**src/rtl/spm_pkg.sv**
```systemverilog
// spm_pkg: shared state encoding, default width and signed reference product for the serial-parallel multiplier.
package spm_pkg;
   typedef enum logic [1:0] {IDLE, RUN, DONE} spm_state_e;
   localparam int SPM_DEFAULT_WIDTH = 32;
   function automatic logic signed [63:0] spm_ref_mul(input logic signed [31:0] x, input logic signed [31:0] y);
      return 64'(x) * 64'(y);
   endfunction
endpackage

```
**src/rtl/spm_mult_seq_if.sv**
```systemverilog
// spm_mult_seq_if: operand/product valid-ready handshakes plus busy status.
interface spm_mult_seq_if #(parameter int WIDTH = 32);
   logic               in_valid;
   logic               in_ready;
   logic [WIDTH-1:0]   in_x;
   logic [WIDTH-1:0]   in_y;
   logic               out_valid;
   logic               out_ready;
   logic [2*WIDTH-1:0] out_p;
   logic               busy;
   modport master (output in_valid, in_x, in_y, out_ready, input in_ready, out_valid, out_p, busy);
   modport slave (input in_valid, in_x, in_y, out_ready, output in_ready, out_valid, out_p, busy);
endinterface

```
**src/rtl/spm_csa_cell.sv**
```systemverilog
// spm_csa_cell: one carry-save slice; it registers the partial sum arriving from the slice above,
// and pp_neg turns the slice into a serial two's-complement negator for the sign-weighted top bit.
module spm_csa_cell (
   input  logic clk,
   input  logic rst,
   input  logic clr,
   input  logic x,
   input  logic y,
   input  logic sum_in,
   input  logic pp_neg,
   output logic sum_out
);
   logic s_q, c_q, a;
   assign a = (x & y) ^ pp_neg;
   assign sum_out = a ^ s_q ^ c_q;
   // Negation is ~pp plus one, so the carry is preloaded with pp_neg on clear.
   always_ff @(posedge clk or negedge rst)
      if (!rst) begin
         s_q <= 1'b0;
         c_q <= 1'b0;
      end else if (clr) begin
         s_q <= 1'b0;
         c_q <= pp_neg;
      end else begin
         s_q <= sum_in;
         c_q <= (a & s_q) | (c_q & (a ^ s_q));
      end
endmodule

```
**src/rtl/spm_mult_seq.sv**
```systemverilog
// spm_mult_seq: handshake wrapper that streams y LSB-first through a WIDTH-slice carry-save chain
// and collects the 2*WIDTH-bit signed product serially from slice 0.
module spm_mult_seq import spm_pkg::*; #(
   parameter int WIDTH = SPM_DEFAULT_WIDTH
) (
   input logic clk,
   input logic rst,
   spm_mult_seq_if.slave bus
);
   localparam int PW = 2 * WIDTH;
   localparam int CNT_W = $clog2(PW) + 1;
   spm_state_e       state;
   logic [WIDTH-1:0] x_q, sums, sum_in;
   logic [PW-1:0]    y_sh, prod_nxt;
   logic [PW-2:0]    prod_sh;
   logic [CNT_W-1:0] cnt;
   logic             accept;
   assign accept = state == IDLE && bus.in_valid && bus.in_ready;
   assign sum_in = {1'b0, sums[WIDTH-1:1]};
   assign prod_nxt = {sums[0], prod_sh};
   for (genvar i = 0; i < WIDTH; i++) begin : g_cell
      spm_csa_cell u_cell (
         .clk(clk), .rst(rst), .clr(accept), .x(x_q[i]), .y(y_sh[0]),
         .sum_in(sum_in[i]), .pp_neg(1'(i == WIDTH - 1)), .sum_out(sums[i])
      );
   end
   always_ff @(posedge clk or negedge rst)
      if (!rst) begin
         state <= IDLE;
         bus.in_ready <= 1'b0;
         bus.out_valid <= 1'b0;
         bus.out_p <= '0;
         bus.busy <= 1'b0;
         cnt <= '0;
         x_q <= '0;
         y_sh <= '0;
         prod_sh <= '0;
      end else begin
         case (state)
            IDLE: begin
               bus.in_ready <= !accept;
               if (accept) begin
                  x_q <= bus.in_x;
                  y_sh <= {{WIDTH{bus.in_y[WIDTH-1]}}, bus.in_y};
                  prod_sh <= '0;
                  cnt <= '0;
                  bus.busy <= 1'b1;
                  state <= RUN;
               end
            end
            RUN: begin
               y_sh <= {y_sh[PW-1], y_sh[PW-1:1]};
               prod_sh <= prod_nxt[PW-1:1];
               cnt <= cnt + 1'b1;
               if (cnt == CNT_W'(PW - 1)) begin
                  bus.out_p <= prod_nxt;
                  bus.out_valid <= 1'b1;
                  state <= DONE;
               end
            end
            DONE: if (bus.out_ready) begin
               bus.out_valid <= 1'b0;
               bus.busy <= 1'b0;
               bus.in_ready <= 1'b1;
               state <= IDLE;
            end
            default: state <= IDLE;
         endcase
      end
endmodule

```
**src/flat_wrapper.sv**
```systemverilog
// flat-port wrapper written by rule: the top's interface ports become plain ports
module spm_mult_seq_flat import spm_pkg::*;
#(
   parameter int WIDTH = SPM_DEFAULT_WIDTH
)
  (clk, rst, bus_in_valid, bus_in_x, bus_in_y, bus_out_ready, bus_in_ready, bus_out_valid, bus_out_p, bus_busy);
  spm_mult_seq_if #(.WIDTH(WIDTH)) bus_i ();
  input logic clk;
  input logic rst;
  input wire logic [$bits(bus_i.in_valid)-1:0] bus_in_valid;
  input wire logic [$bits(bus_i.in_x)-1:0] bus_in_x;
  input wire logic [$bits(bus_i.in_y)-1:0] bus_in_y;
  input wire logic [$bits(bus_i.out_ready)-1:0] bus_out_ready;
  output wire logic [$bits(bus_i.in_ready)-1:0] bus_in_ready;
  output wire logic [$bits(bus_i.out_valid)-1:0] bus_out_valid;
  output wire logic [$bits(bus_i.out_p)-1:0] bus_out_p;
  output wire logic [$bits(bus_i.busy)-1:0] bus_busy;
  assign bus_i.in_valid = bus_in_valid;
  assign bus_i.in_x = bus_in_x;
  assign bus_i.in_y = bus_in_y;
  assign bus_i.out_ready = bus_out_ready;
  assign bus_in_ready = bus_i.in_ready;
  assign bus_out_valid = bus_i.out_valid;
  assign bus_out_p = bus_i.out_p;
  assign bus_busy = bus_i.busy;
  spm_mult_seq #(.WIDTH(WIDTH)) u_core (.clk(clk), .rst(rst), .bus(bus_i));
endmodule
```
**config.mk**
```make
export PLATFORM = sky130hd
export DESIGN_NAME = spm_mult_seq_flat
export DESIGN_NICKNAME = d
export VERILOG_FILES = /design/src/rtl/spm_pkg.sv /design/src/rtl/spm_mult_seq_if.sv /design/src/rtl/spm_csa_cell.sv /design/src/rtl/spm_mult_seq.sv /design/src/flat_wrapper.sv
export SDC_FILE = /design/constraint.sdc
export NUM_CORES = 1
export LEC_CHECK = 0
export CAP_MARGIN = 20
export CORE_MARGIN = 5
export CORE_UTILIZATION = 57
export DETAILED_ROUTE_END_ITERATION = 10
export DONT_BUFFER_PORTS = 1
export GPL_ROUTABILITY_DRIVEN = 0
export HOLD_SLACK_MARGIN = 0.1
export MAX_ROUTING_LAYER = met4
export PLACE_DENSITY_LB_ADDON = 0.3
export SKIP_CTS_REPAIR_TIMING = 1
export SLEW_MARGIN = 20
export SYNTH_ARGS = -nofsm -noshare
export SYNTH_HDL_FRONTEND = slang
export SYNTH_HIERARCHICAL = 1
export SYNTH_SLANG_ARGS = --single-unit
```
**constraint.sdc**
```tcl
create_clock -name clk -period 2.2 [get_ports clk]
set_clock_uncertainty 0.2 [all_clocks]
set_input_delay 0.55 -clock clk [delete_from_list [all_inputs] [get_ports clk]]
set_output_delay 0.55 -clock clk [all_outputs]
set_load 0.01 [all_outputs]
```
* After elaboration in Yosys (flattened, before gate mapping) *
Cells that the tools add are included.

word-level totals
  bits in registers = 298
  output and inout bits = 67
  logic and storage cells = 366

operators by class
  $add $sub $neg = 1
  eq/ne operators = 6
  muxes and demuxes = 80
  bitwise gates (word level) = 191
  reduce and logical (&&, ||, !) cells = 15

operators with widths
  kind                                                                      count
  64-bit one-hot mux with 2 select lines                                    1
  63-bit one-hot mux with 2 select lines                                    1
  1-bit bitwise AND                                                         95
  1-bit two-way mux                                                         67
  64-bit two-way mux                                                        1
  63-bit two-way mux                                                        1
  1-bit XOR                                                                 63
  1-bit bitwise OR                                                          31
  7-bit one-hot mux with 2 select lines                                     1
  3-bit AND reduction                                                       4
  2-bit AND reduction                                                       4
  7-bit by 1-bit adder with 7-bit output (second input constant)            1
  7-bit by 6-bit equality test with 1-bit output (second input constant)    1
  7-bit two-way mux                                                         1
  2-bit two-way mux                                                         3
  1-bit one-hot mux with 2 select lines                                     3
  2-bit one-hot mux with 3 select lines                                     1
  2-bit nonzero test                                                        3
  2-bit by 1-bit inequality test with 1-bit output (second input constant)  2
  2-bit by 1-bit equality test with 1-bit output (second input constant)    1
  2-bit equality test (second input constant)                               1
  1-bit logical AND                                                         2
  2-bit logical NOT                                                         1
  2-bit inequality test (second input constant)                             1
  2 further kinds                                                           3

* Depth between registers and ports, before layout *
  depth after elaboration = 5
  gate-level depth with buffers = 6

* Hierarchy *
Netlist, hierarchy kept.

modules (own cells, without submodules)
  module        instances  cells an instance  area each (um^2)  seq. area each (um^2)
  spm_mult_seq  1          812                9,185.1           5,880.6
  spm_csa_cell  32         11                 108.9             50.0

* Least setup slack after synthesis *
Ideal clock, no wire load.

  kind = input -> register
  start = input port bus_in_valid
  end = register u_core.g_cell[0].u_cell.c_q
  arrival time = 1.942 ns
  slack = -0.114 ns
  stages = 5
  buffers on the path = 2
  cell sequence = nand4bb_1 inv_2 buf_2 buf_2 o21ai_0

between the ends
  cells in the longest elaborated chain, start to end = 3

ends and longest elaborated chain
  item                             line                RTL
  start: declaration               flat_wrapper.sv:10  input wire logic [$bits(bus_i.in_valid)-1:0] bus_in_valid;
  1-bit logical AND (2 in series)  spm_mult_seq.sv:18  assign accept = state == IDLE && bus.in_valid && bus.in_ready;
  net u_core.accept                spm_mult_seq.sv:17  logic accept;
  1-bit two-way mux                spm_csa_cell.sv:21  end else if (clr) begin
  end signal: assignment           spm_csa_cell.sv:23  c_q <= pp_neg;
  end signal: assignment           spm_csa_cell.sv:26  c_q <= (a & s_q) | (c_q & (a ^ s_q));
  end: declaration                 spm_csa_cell.sv:13  logic s_q, c_q, a;

The timed path passes the listed nets, and every way through them passes these cells.
A chain may end at the register's enable or synchronous reset.

* Worst setup path after layout *
  start = register u_core.cnt[0]
  end = register u_core.bus.out_p[43]

between the ends
  cells in the longest elaborated chain, start to end = 2

ends and longest elaborated chain
  item                                            line                   RTL
  start: declaration                              spm_mult_seq.sv:16     logic [CNT_W-1:0] cnt;
  start signal: assignment                        spm_mult_seq.sv:54     cnt <= cnt + 1'b1;
  7-bit by 6-bit equality test with 1-bit output  spm_mult_seq.sv:55     if (cnt == CNT_W'(PW - 1)) begin
  2-bit AND reduction (no source line)            -
  end signal: assignment                          spm_mult_seq.sv:56     bus.out_p <= prod_nxt;
  end: declaration                                spm_mult_seq_if.sv:12  modport slave (input in_valid, in_x, in_y, out_ready, output in_ready, out_valid, out_p, busy);

No other way between the ends.

==> results.sh <==
export IMPL_status="finished with violations"
export IMPL_violations="negative hold slack"
export IMPL_power_leakage_nw=7.656
export IMPL_dp_hpwl_mm=14.76
export IMPL_tightestPinTransition_ns=0.6384
export IMPL_avgSynthCellArea_um2=10.88
export IMPL_die_h_um=159.1
export IMPL_track_usage=0.1996
export IMPL_synth_edf_count=0
export IMPL_r2r_slack_ns=0.11
export IMPL_coreArea_um2=21820
export IMPL_root_buffer="clkbuf_16"
export IMPL_cp_end_kind="flop"
export IMPL_swShare=0.2595
export IMPL_cpPeakStageDelay_ns=0.38
export IMPL_yosys_warnings=6
export IMPL_cts_tree="yes"
export IMPL_htreeDepth=1
export IMPL_p_per_area_nw_per_um2=975.6
export IMPL_ys_ff_latch=299
export IMPL_grt_overflow=0
export IMPL_viasPerCell=5.244
export IMPL_peakVddDrop_uv=723.3
export IMPL_arrival_ns=2.32
export IMPL_crit_required_ns=2.43
export IMPL_critPathLaunchType="flop"
export IMPL_vias=8332
export IMPL_ys_seq_area_frac=0.5906
export IMPL_cts_sinks=299
export IMPL_num_rows=54
export IMPL_whs_ns=-0.5004
export IMPL_nets=1387
export IMPL_port_buffers=0
export IMPL_final_area_um2=14920
export IMPL_period_minus_slack_ns=2.091
export IMPL_cpMaxStageDelayCell="dfrtp_1"
export IMPL_die_area_um2=25310
export IMPL_start_util=0.5805
export IMPL_grt_setup_unrepaired="false"
export IMPL_layout_commonest_cell="nand2_1"
export IMPL_grt_first_pass_wirelength_mm=41.78
export IMPL_reg2reg_depth=5
export IMPL_internal_power_mw=10.78
export IMPL_placed_cell_area_um2=13220
export IMPL_r2r_start="u_core/cnt[0]"
export IMPL_relSlewSlack=0.5744
export IMPL_pwr_share_comb=0.150
export IMPL_grt_start_max_net_pins=300
export IMPL_grt_pass1_vias=8012
export IMPL_drc=0
export IMPL_antenna_found_initial=0
export IMPL_n_fill_cell=1603
export IMPL_maxSlewViolCount=0
export IMPL_min_path_type="input pin to asynchronous set/reset pin"
export IMPL_fmax_mhz=478.2
export IMPL_cts_buffers=31
export IMPL_fin_tns_setup_ns=0
export IMPL_syn_inst=1164
export IMPL_drive_gt1_frac=0.08251
export IMPL_cp_cell_sequence="ha_1 > nand3_1 > nor3_4 > buf_12 > mux2_2"
export IMPL_dr_pass1_iters=5
export IMPL_clk_pin_slew_ns=0.06
export IMPL_hold_violations=299
export IMPL_fin_crit_sh=0.9505
export IMPL_final_util=0.6839
export IMPL_pwr_share_clk=0.364
export IMPL_synthesis_area_um2=12670
export IMPL_ys_types=36
export IMPL_power_switching_mw=3.778
export IMPL_ys_flop_type="dfrtp_1"
export IMPL_clk_latency_ns=0.55
export IMPL_ant_nets=0
export IMPL_wl_per_cell_um=15.91
export IMPL_io_pins=135
export IMPL_cp_max_fo=35
export IMPL_syn2layout_area_growth_pct=17.81
export IMPL_worstSetupPathType="flop to flop"
export IMPL_seqPwrFrac=0.485
export IMPL_routed_wl_mm=25.28
export IMPL_layout_common_cells="nand2_1, dfrtp_1, nand3_1, inv_1, conb_1"
export IMPL_cts_buffer_depth=3
export IMPL_antenna_cells=0
export IMPL_initialDrtViolationCount=542
export IMPL_rr_endpoint="u_core/bus.out_p[43]"
export IMPL_setup_viol=0
export IMPL_die_w_um=159.1
export IMPL_cap_violations=0
export IMPL_synthArstFlopShare=1.000
## registers in the layout, summed over array words and instances (netlist names)
name,cells
u_core/g_cell.u_cell/s_q,32
u_core/prod_sh,63
u_core/bus.out_p,64
u_core/g_cell.u_cell/c_q,32
u_core/state,2
u_core/x_q,32
u_core/bus.busy,1
u_core/y_sh,64
u_core/cnt,7
u_core/bus.in_ready,1
u_core/bus.out_valid,1
## cell families (layout without fill, tap and decap cells)
logic type,count (synthesis),after routing,share of synthesized area
mux,65,65,0.05768
other cells,2,65,0.0005928
fa+ha+maj,33,33,0.05156
flops,299,299,0.5906
simple gates,463,463,0.1572
xor+xnor,32,32,0.02212
compound gates,110,110,0.06449
buf+inv,160,242,0.05570
## critical path, delay by kind of cell, from the launching register on
family,cells,cell delay (ns)
fa+ha+maj,1,0.20
flops,1,0.38
simple gates,2,0.53
buf+inv,1,0.25
mux,1,0.37
## routing by layer
layer  wire length (um)  track usage
met1              11110       0.2784
met2              12340       0.3031
met3               1333      0.04271
met4                498      0.05196
met5                  0            -
## cell usage after synthesis (3+ instances only)
| master | count | area [um2] |
|---|---|---|
| mux2_2 | 26 | 292.8 |
| buf_1 | 3 | 11.26 |
| nand2_1 | 321 | 1205 |
| fa_1 | 32 | 640.6 |
| clkbuf_1 | 18 | 67.56 |
| inv_1 | 98 | 367.9 |
| a22oi_1 | 31 | 232.7 |
| dfrtp_1 | 299 | 7482 |
| o21ai_0 | 35 | 175.2 |
| o31ai_1 | 3 | 22.52 |
| mux2_1 | 38 | 427.9 |
| a221o_1 | 32 | 320.3 |
| xor2_1 | 32 | 280.3 |
| nor2b_1 | 33 | 206.5 |
| buf_6 | 8 | 90.09 |
| o211ai_1 | 3 | 22.52 |
| buf_2 | 30 | 150.1 |
| nand3_1 | 100 | 500.5 |
## power by group through the flow
stage / clock network (mW) / registers (mW) / logic, mW
5_1_grt: 5.69 / 7.19 / 2.67
3_5_place_dp: 0 / 7.17 / 2.08
2_1_floorplan: 0 / 6.99 / 1.73
3_3_place_gp: 0 / 7.13 / 1.99
6_report: 5.31 / 7.07 / 2.19
4_1_cts: 5.44 / 7.07 / 2.14
## area by class of cell
class	count	area, um2	area share
Sequential cell	299	7482	0.5013
Multi-Input combinational cell	768	4755	0.3186
Timing Repair Buffer	87	908.4	0.06087
Clock buffer	43	900.9	0.06036
Inverter	99	374.1	0.02507
Tap cell	280	350.3	0.02347
Clock inverter	13	153.9	0.01031
## metrics by stage
step                      std cells  power, mW  worst slack (ns)  hold WS [ns]
after floorplan                1227      8.719           0.05223       0.05441
after global placement         1469      9.113            0.1834       0.06486
after detailed placement       1469      9.246            0.1230       0.06313
after CTS                      1525      14.64            0.1019       -0.5218
after global routing           1589      15.55          0.001481       -0.5262
final                          1589      14.56            0.1089       -0.5004
## worst max path at each step
stage / cells past startpoint / slack, ns / to / from
floorplan: 5 / 0.05 / u_core/bus.out_p[63] / u_core/y_sh[0]
global placement: 5 / 0.18 / u_core/bus.out_p[19] / u_core/cnt[0]
detailed placement: 5 / 0.12 / u_core/bus.out_p[19] / u_core/cnt[0]
CTS: 5 / 0.10 / u_core/bus.out_p[19] / u_core/cnt[0]
global route: 5 / 0.001 / u_core/bus.out_p[43] / u_core/cnt[0]
finish: 5 / 0.11 / u_core/bus.out_p[43] / u_core/cnt[0]
No activity file was read; power rests on OpenSTA's default activity.
